`src/rtl/rpn_controlador_if.sv`:
```
// Handshake bundle between the RPN keypad controller and its surroundings.
//   confirma, cancela     raw push buttons (asynchronous, active-high)
//   op_in, overflow_in    operation switches and ALU overflow flag
//   habilitaA, habilitaB  one-cycle operand-stack push strobes
//   op_sel, sel_dado      latched ALU operation and stack data-mux select
//   estado                current state code for display
//   resultado_valido      ALU result valid for display
//   erro                  sticky error indicator
// The master modport drives the buttons and switches; the slave modport is the controller.
interface rpn_controlador_if;
  logic       confirma;
  logic       cancela;
  logic [2:0] op_in;
  logic       overflow_in;
  logic       habilitaA;
  logic       habilitaB;
  logic [2:0] op_sel;
  logic       sel_dado;
  logic [1:0] estado;
  logic       resultado_valido;
  logic       erro;

  modport master (
    output confirma, cancela, op_in, overflow_in,
    input  habilitaA, habilitaB, op_sel, sel_dado, estado, resultado_valido, erro
  );

  modport slave (
    input  confirma, cancela, op_in, overflow_in,
    output habilitaA, habilitaB, op_sel, sel_dado, estado, resultado_valido, erro
  );
endinterface

```
`src/rtl/rpn_controlador.sv`:
```
// RPN calculator keypad controller: walks the user through loading operand A, operand B,
// choosing the operation and showing the result, with a "back" button stepping one state back.
//   clk  system clock, all state changes on its rising edge
//   rst  asynchronous active-low reset
//   bus  rpn_controlador_if.slave (buttons, switches, strobes, status)
// Parameters: SYNC_STAGES (2..4) synchronizer depth per button; OP_INVALIDA reserved op code.
// Optional build macro RPN_ENCADEIA_EN: confirming in RESULTADO pushes the ALU result as the
// next first operand and continues in CARGA_B instead of restarting in CARGA_A.
module rpn_controlador #(
  parameter int unsigned SYNC_STAGES = 2,
  parameter logic [2:0]  OP_INVALIDA = 3'b111
) (
  input logic               clk,
  input logic               rst,
  rpn_controlador_if.slave  bus
);

  typedef enum logic [1:0] {
    StCargaA    = 2'b00,
    StCargaB    = 2'b01,
    StSelOp     = 2'b10,
    StResultado = 2'b11
  } estadoT;

  // Button conditioning: synchronizer chain, previous-level flop and a registered pulse.
  // Input rise to pulse is SYNC_STAGES+1 edges; the resulting strobe shows one edge later.
  logic [SYNC_STAGES-1:0] confSyncQ, cancSyncQ;
  logic                   confLastQ, cancLastQ;
  logic                   pConfQ, pCancQ;

  always_ff @(posedge clk or negedge rst) begin
    if (!rst) begin
      confSyncQ <= '0;
      cancSyncQ <= '0;
      confLastQ <= 1'b0;
      cancLastQ <= 1'b0;
      pConfQ    <= 1'b0;
      pCancQ    <= 1'b0;
    end else begin
      confSyncQ <= {confSyncQ[SYNC_STAGES-2:0], bus.confirma};
      cancSyncQ <= {cancSyncQ[SYNC_STAGES-2:0], bus.cancela};
      confLastQ <= confSyncQ[SYNC_STAGES-1];
      cancLastQ <= cancSyncQ[SYNC_STAGES-1];
      pConfQ    <= confSyncQ[SYNC_STAGES-1] & ~confLastQ;
      pCancQ    <= cancSyncQ[SYNC_STAGES-1] & ~cancLastQ;
    end
  end

  estadoT     estadoQ, estadoD;
  logic       habAQ, habAD;
  logic       habBQ, habBD;
  logic [2:0] opSelQ, opSelD;
  logic       selDadoQ, selDadoD;
  logic       resValQ, resValD;
  logic       erroQ, erroD;

  always_ff @(posedge clk or negedge rst) begin
    if (!rst) begin
      estadoQ  <= StCargaA;
      habAQ    <= 1'b0;
      habBQ    <= 1'b0;
      opSelQ   <= 3'b000;
      selDadoQ <= 1'b0;
      resValQ  <= 1'b0;
      erroQ    <= 1'b0;
    end else begin
      estadoQ  <= estadoD;
      habAQ    <= habAD;
      habBQ    <= habBD;
      opSelQ   <= opSelD;
      selDadoQ <= selDadoD;
      resValQ  <= resValD;
      erroQ    <= erroD;
    end
  end

  always_comb begin
    estadoD  = estadoQ;
    habAD    = 1'b0;
    habBD    = 1'b0;
    opSelD   = opSelQ;
    selDadoD = 1'b0;
    resValD  = resValQ;
    erroD    = erroQ;
    if (pCancQ) begin
      // Back wins over a simultaneous confirm; never strobes.
      erroD = 1'b0;
      case (estadoQ)
        StCargaB:    estadoD = StCargaA;
        StSelOp:     estadoD = StCargaB;
        StResultado: begin
          estadoD = StSelOp;
          resValD = 1'b0;
        end
        default:     ;
      endcase
    end else begin
      case (estadoQ)
        StCargaA: begin
          if (pConfQ) begin
            habAD   = 1'b1;
            estadoD = StCargaB;
          end
        end
        StCargaB: begin
          if (pConfQ) begin
            habBD   = 1'b1;
            estadoD = StSelOp;
          end
        end
        StSelOp: begin
          if (pConfQ) begin
            if (bus.op_in == OP_INVALIDA) begin
              erroD = 1'b1;
            end else begin
              opSelD  = bus.op_in;
              erroD   = 1'b0;
              resValD = 1'b1;
              estadoD = StResultado;
            end
          end
        end
        StResultado: begin
          // Error mirrors the ALU overflow for as long as the result is shown.
          erroD = bus.overflow_in;
          if (pConfQ) begin
            resValD = 1'b0;
            erroD   = 1'b0;
`ifdef RPN_ENCADEIA_EN
            habAD    = 1'b1;
            selDadoD = 1'b1;
            estadoD  = StCargaB;
`else
            estadoD  = StCargaA;
`endif
          end
        end
        default: ;
      endcase
    end
  end

  assign bus.habilitaA        = habAQ;
  assign bus.habilitaB        = habBQ;
  assign bus.op_sel           = opSelQ;
  assign bus.sel_dado         = selDadoQ;
  assign bus.estado           = estadoQ;
  assign bus.resultado_valido = resValQ;
  assign bus.erro             = erroQ;

endmodule
```
`src/flat_wrapper.sv`:
```
// flat-port wrapper written by rule: the top's interface ports become plain ports
module rpn_controlador_flat 
#(
  parameter int unsigned SYNC_STAGES = 2,
  parameter logic [2:0]  OP_INVALIDA = 3'b111
)
  (clk, rst, bus_confirma, bus_cancela, bus_op_in, bus_overflow_in, bus_habilitaA, bus_habilitaB, bus_op_sel, bus_sel_dado, bus_estado, bus_resultado_valido, bus_erro);
  rpn_controlador_if bus_i ();
  input logic clk;
  input logic rst;
  input wire logic [$bits(bus_i.confirma)-1:0] bus_confirma;
  input wire logic [$bits(bus_i.cancela)-1:0] bus_cancela;
  input wire logic [$bits(bus_i.op_in)-1:0] bus_op_in;
  input wire logic [$bits(bus_i.overflow_in)-1:0] bus_overflow_in;
  output wire logic [$bits(bus_i.habilitaA)-1:0] bus_habilitaA;
  output wire logic [$bits(bus_i.habilitaB)-1:0] bus_habilitaB;
  output wire logic [$bits(bus_i.op_sel)-1:0] bus_op_sel;
  output wire logic [$bits(bus_i.sel_dado)-1:0] bus_sel_dado;
  output wire logic [$bits(bus_i.estado)-1:0] bus_estado;
  output wire logic [$bits(bus_i.resultado_valido)-1:0] bus_resultado_valido;
  output wire logic [$bits(bus_i.erro)-1:0] bus_erro;
  assign bus_i.confirma = bus_confirma;
  assign bus_i.cancela = bus_cancela;
  assign bus_i.op_in = bus_op_in;
  assign bus_i.overflow_in = bus_overflow_in;
  assign bus_habilitaA = bus_i.habilitaA;
  assign bus_habilitaB = bus_i.habilitaB;
  assign bus_op_sel = bus_i.op_sel;
  assign bus_sel_dado = bus_i.sel_dado;
  assign bus_estado = bus_i.estado;
  assign bus_resultado_valido = bus_i.resultado_valido;
  assign bus_erro = bus_i.erro;
  rpn_controlador #(.SYNC_STAGES(SYNC_STAGES), .OP_INVALIDA(OP_INVALIDA)) u_core (.clk(clk), .rst(rst), .bus(bus_i));
endmodule
```
`config.mk`:
```
export PLATFORM = sky130hd
export DESIGN_NAME = rpn_controlador_flat
export DESIGN_NICKNAME = d
export VERILOG_FILES = /design/src/rtl/rpn_controlador_if.sv /design/src/rtl/rpn_controlador.sv /design/src/flat_wrapper.sv
export SDC_FILE = /design/constraint.sdc
export NUM_CORES = 1
export LEC_CHECK = 0
export ABC_AREA = 1
export CAP_MARGIN = 20
export CORE_MARGIN = 2
export CORE_UTILIZATION = 30
export CTS_CLUSTER_SIZE = 30
export DETAILED_ROUTE_END_ITERATION = 7
export PLACE_DENSITY = 0.49
export SYNTH_ARGS = -nofsm -noshare
export SYNTH_HDL_FRONTEND = slang
export SYNTH_SLANG_ARGS = --single-unit
export TNS_END_PERCENT = 100
```
`constraint.sdc`:
```
create_clock -name clk -period 3.18 [get_ports clk]
set_input_delay 0.636 -clock clk [delete_from_list [all_inputs] [get_ports clk]]
set_output_delay 0.636 -clock clk [all_outputs]
set_load 0.02 [all_outputs]
```
==> results summary <==
The post-route DRC violation count is 0. The mean routed wirelength per cell came out at 10.1 microns. Adding up every negative setup slack in the final design gives 0 ns. The data required time at the worst endpoint is 2.54 ns. The fraction of synthesized cell area taken by the top area cell type is 52.8%. The first-pass GRT wire length came out at 2.57 mm. The portion of total power attributed to combinational logic came out at 46.7%. The share of post-route cells with drive strength above 1 came out at 6.42%. The power dissipated by switching net loads is 0.000328 W. The count of final max-slew check failures came to 0. The cell area after placement came out at 985 sq um.

The logic depth of the worst register-to-register path is 8. The total wire length after detailed routing came out at 1.40 mm. The antenna diode instance count is 0. The area of the die is 3120 sq um.

The vias per cell came out at 4.40. The chip height came out at 55.8 microns. Dividing total power by cell area gives a power density of 799 nW/um^2. The number of nets in the layout came out at 124. The number of buffers added by the clock tree synthesis step came out at 3. The length of the first detailed-routing pass in iterations is 4. The Yosys step of the flow raised 0 warnings. The global-route usage over all layers is 10.7%.

The setup fix buffers added after clock tree synthesis came out at 0. The start-to-end type of the worst setup path is reg -> out. The post-synthesis average cell area came out at 8.85 sq um. The largest driver fanout on the critical path came out at 7. The static power due to leakage is 0.509 nW. The worst setup path is captured at a primary output. The worst register-to-register path ends at u_core.bus.estado[1]. The final design instance area without fill came out at 1010 sq um. The power after layout came out at 0.000811 W.

The largest net degree at the start of global routing is 18. The count of standard-cell rows is 18. The global placement routability congestion came out at 0.819.

In this run the number of cells on the critical path is 1. Setup repair after global routing left no endpoint under its margin. Broken down by cell family, the worst path's largest delay share belongs to buffers and inverters. The type of the tightest min-delay check is reg -> reg. The count of input and output buffers is 16. The latest clock arrival within the worst-skew pair is 0.30 ns. The worst voltage drop across the vdd grid came out at 0.000433 V. The library cell used most frequently in the layout, excluding fill and tap cells, is sky130_fd_sc_hd__nand2_1. The critical path goes through clkdlybuf4s50_1. The width of the chip is 55.8 microns. STA classifies the critical path startpoint as a flip-flop. The count of endpoints failing setup in the final report came out at 0. Derived from the worst setup path, the maximum achievable clock frequency is 487 MHz. The area growth from synthesis to layout is 25.9%. The internal reg-to-reg setup slack is 1.72 ns. For this run, the slowest stage of the critical path takes 0.64 ns. The register bit total from synthesis came out at 17. The clock period minus final worst setup slack is 2.05 ns.

In this run the clock root is driven by a sky130_fd_sc_hd__clkbuf_4. The reported max-cap violation count came out at 0. Cell internal power was estimated by the tool at 0.000483 W. Summed over all layers, the global routing overflow is 0. The initial utilization of the core area, before any placement, comes to 31.9%. The clock tree buffer depth is 2. The HPWL after detailed placement is 1.05 mm. The floorplan core area is 2520 sq um. Sorting the synthesized cells by area gives the leading types as sky130_fd_sc_hd__dfrtp_1 (53%), sky130_fd_sc_hd__nand2_1 (10%), sky130_fd_sc_hd__ha_1 (9.3%).

The run finished with clean final reports. The worst hold slack after final layout came out at 0.361 ns. The number of hold-slack violations in the final timing report is 0.

The share of total power dissipated in the clock network is 15.4%. The via count of the first global-routing pass was 597. The share of total power dissipated in sequential elements is 37.9%. Sequential cells were found to cover 52.8% of the synthesized design area. In this run the worst setup path terminates at bus_estado[1]. The cts-stage hold buffer count is 0.

On the critical path, the stage with the largest delay is an instance of sky130_fd_sc_hd__clkdlybuf4s50_1. The number of vias after detailed routing is 612. After synthesis the cells add up to 806 sq um.

Counting both buffers and inverters, the worst setup path holds a total of 1. CTS built an H-tree with a depth of 1. Synthesis handed over a netlist of 91 instances. The number of different library cells in the post-synthesis netlist is 15. The CTS clock-pin slew for the worst setup and hold paths came out at 0.11 ns. The worst slew slack as a fraction of its limit is 49.7%. The total clock sinks came out at 17. The utilization after layout is 40.2%. TritonCTS built the clock tree. The worst path uses 64.6% of the clock period. The first routing iteration left 7 violations. The synthesized netlist net count is 105.

The startpoint of the most critical setup path is u_core.bus.estado[1]. The net switching fraction of the power came out at 40.5%. In the layout the commonest cells are sky130_fd_sc_hd__nand2_1 (22), sky130_fd_sc_hd__dfrtp_1 (17), sky130_fd_sc_hd__clkdlybuf4s50_1 (16). In this run the remaining antenna-violating nets after routing total 0. The number of antenna violations at the first check in global routing came out at 0.

The number of gates given a new drive strength after cts came out at 0. The clock skew after layout is 0.00496 ns. Summed over all instances, the cell type with the most area after synthesis is sky130_fd_sc_hd__dfrtp_1.

In this run the critical register-to-register path is launched from u_core.bus.estado[0]. The pin slew with the least headroom to its limit came out at 0.752 ns. The arrival time at the worst endpoint is 1.42 ns. The number of primary I/O pins came out at 18.
## power by group through the flow
| stage | Clock (W) | Combinational [W] | Sequential, W |
|---|---|---|---|
| 2_1_floorplan | 0 | 0.000186 | 0.000363 |
| 3_3_place_gp | 0 | 0.000382 | 0.000311 |
| 3_5_place_dp | 0 | 0.000382 | 0.000313 |
| 4_1_cts | 0.000132 | 0.000385 | 0.000309 |
| 5_1_grt | 0.000139 | 0.000429 | 0.000320 |
| 6_report | 0.000125 | 0.000378 | 0.000307 |
## cell families (layout without fill, tap and decap cells)
family | Yosys count | after routing | share of synthesized area, %
adders and majority gates | 6 | 6 | 9.32
AOI/OAI and AO/OA | 8 | 8 | 5.28
and+or+nand+nor | 43 | 43 | 23.3
buffers and inverters | 16 | 34 | 8.85
DFF | 17 | 17 | 52.8
other | 1 | 1 | 0.465
## synth_stat cells, drive strengths merged
cell / number
o21ai: 6
nand3: 11
ha: 6
o211ai: 1
a21oi: 1
inv: 14
conb: 1
nand2: 22
dfrtp: 17
buf: 2
nor2: 10
## sequential cells by signal (all words and copies together), names as in the netlist
register                     count
u_core.cancLastQ                 1
u_core.confLastQ                 1
u_core.pCancQ                    1
u_core.bus.estado                2
u_core.bus.erro                  1
u_core.bus.habilitaB             1
u_core.confSyncQ                 2
u_core.bus.resultado_valido      1
u_core.bus.habilitaA             1
u_core.bus.op_sel                3
u_core.cancSyncQ                 2
u_core.pConfQ                    1
## through the flow
| step | setup slack [ns] | instances |
|---|---|---|
| final | 1.13 | 139 |
| after floorplan | 1.76 | 91 |
| after detailed placement | 1.41 | 135 |
| after CTS | 1.11 | 139 |
| after global routing | 1.06 | 139 |
| after global placement | 1.43 | 135 |
## worst min path at each step
stage                                    from                   to  slack (ns)  cells after the start
after floorplan           u_core.cancSyncQ[0]  u_core.cancSyncQ[1]        0.33                      0
after global placement    u_core.cancSyncQ[0]  u_core.cancSyncQ[1]        0.34                      0
after CTS                 u_core.cancSyncQ[0]  u_core.cancSyncQ[1]        0.37                      0
after global routing      u_core.cancSyncQ[0]  u_core.cancSyncQ[1]        0.37                      0
final                     u_core.cancSyncQ[0]  u_core.cancSyncQ[1]        0.36                      0
after detailed placement  u_core.confSyncQ[0]  u_core.confSyncQ[1]        0.34                      0
## metal layers
metal / wire, microns / part of all wire (%) / global-route usage (%) / vias to the layer above
met2: 656 / 47 / 16.5 / 16
met4: 14 / 1.0 / 4.08 / 0
met1: 655 / 47 / 13.7 / 279
met5: 0 / 0 / 0 / -
met3: 74 / 5.3 / 3.72 / 2
li1: - / - / - / 315
## area by class of cell
class / instances / area, sq um
sequential: 17 / 425
tap: 30 / 37.5
clock inverter: 1 / 7.51
clock buffer: 3 / 22.5
fill: 262 / 1510
timing repair buffer: 16 / 160
inverter: 14 / 52.6
multi-input combinational: 58 / 309
Note: power is estimated with default switching activity, not from simulation.
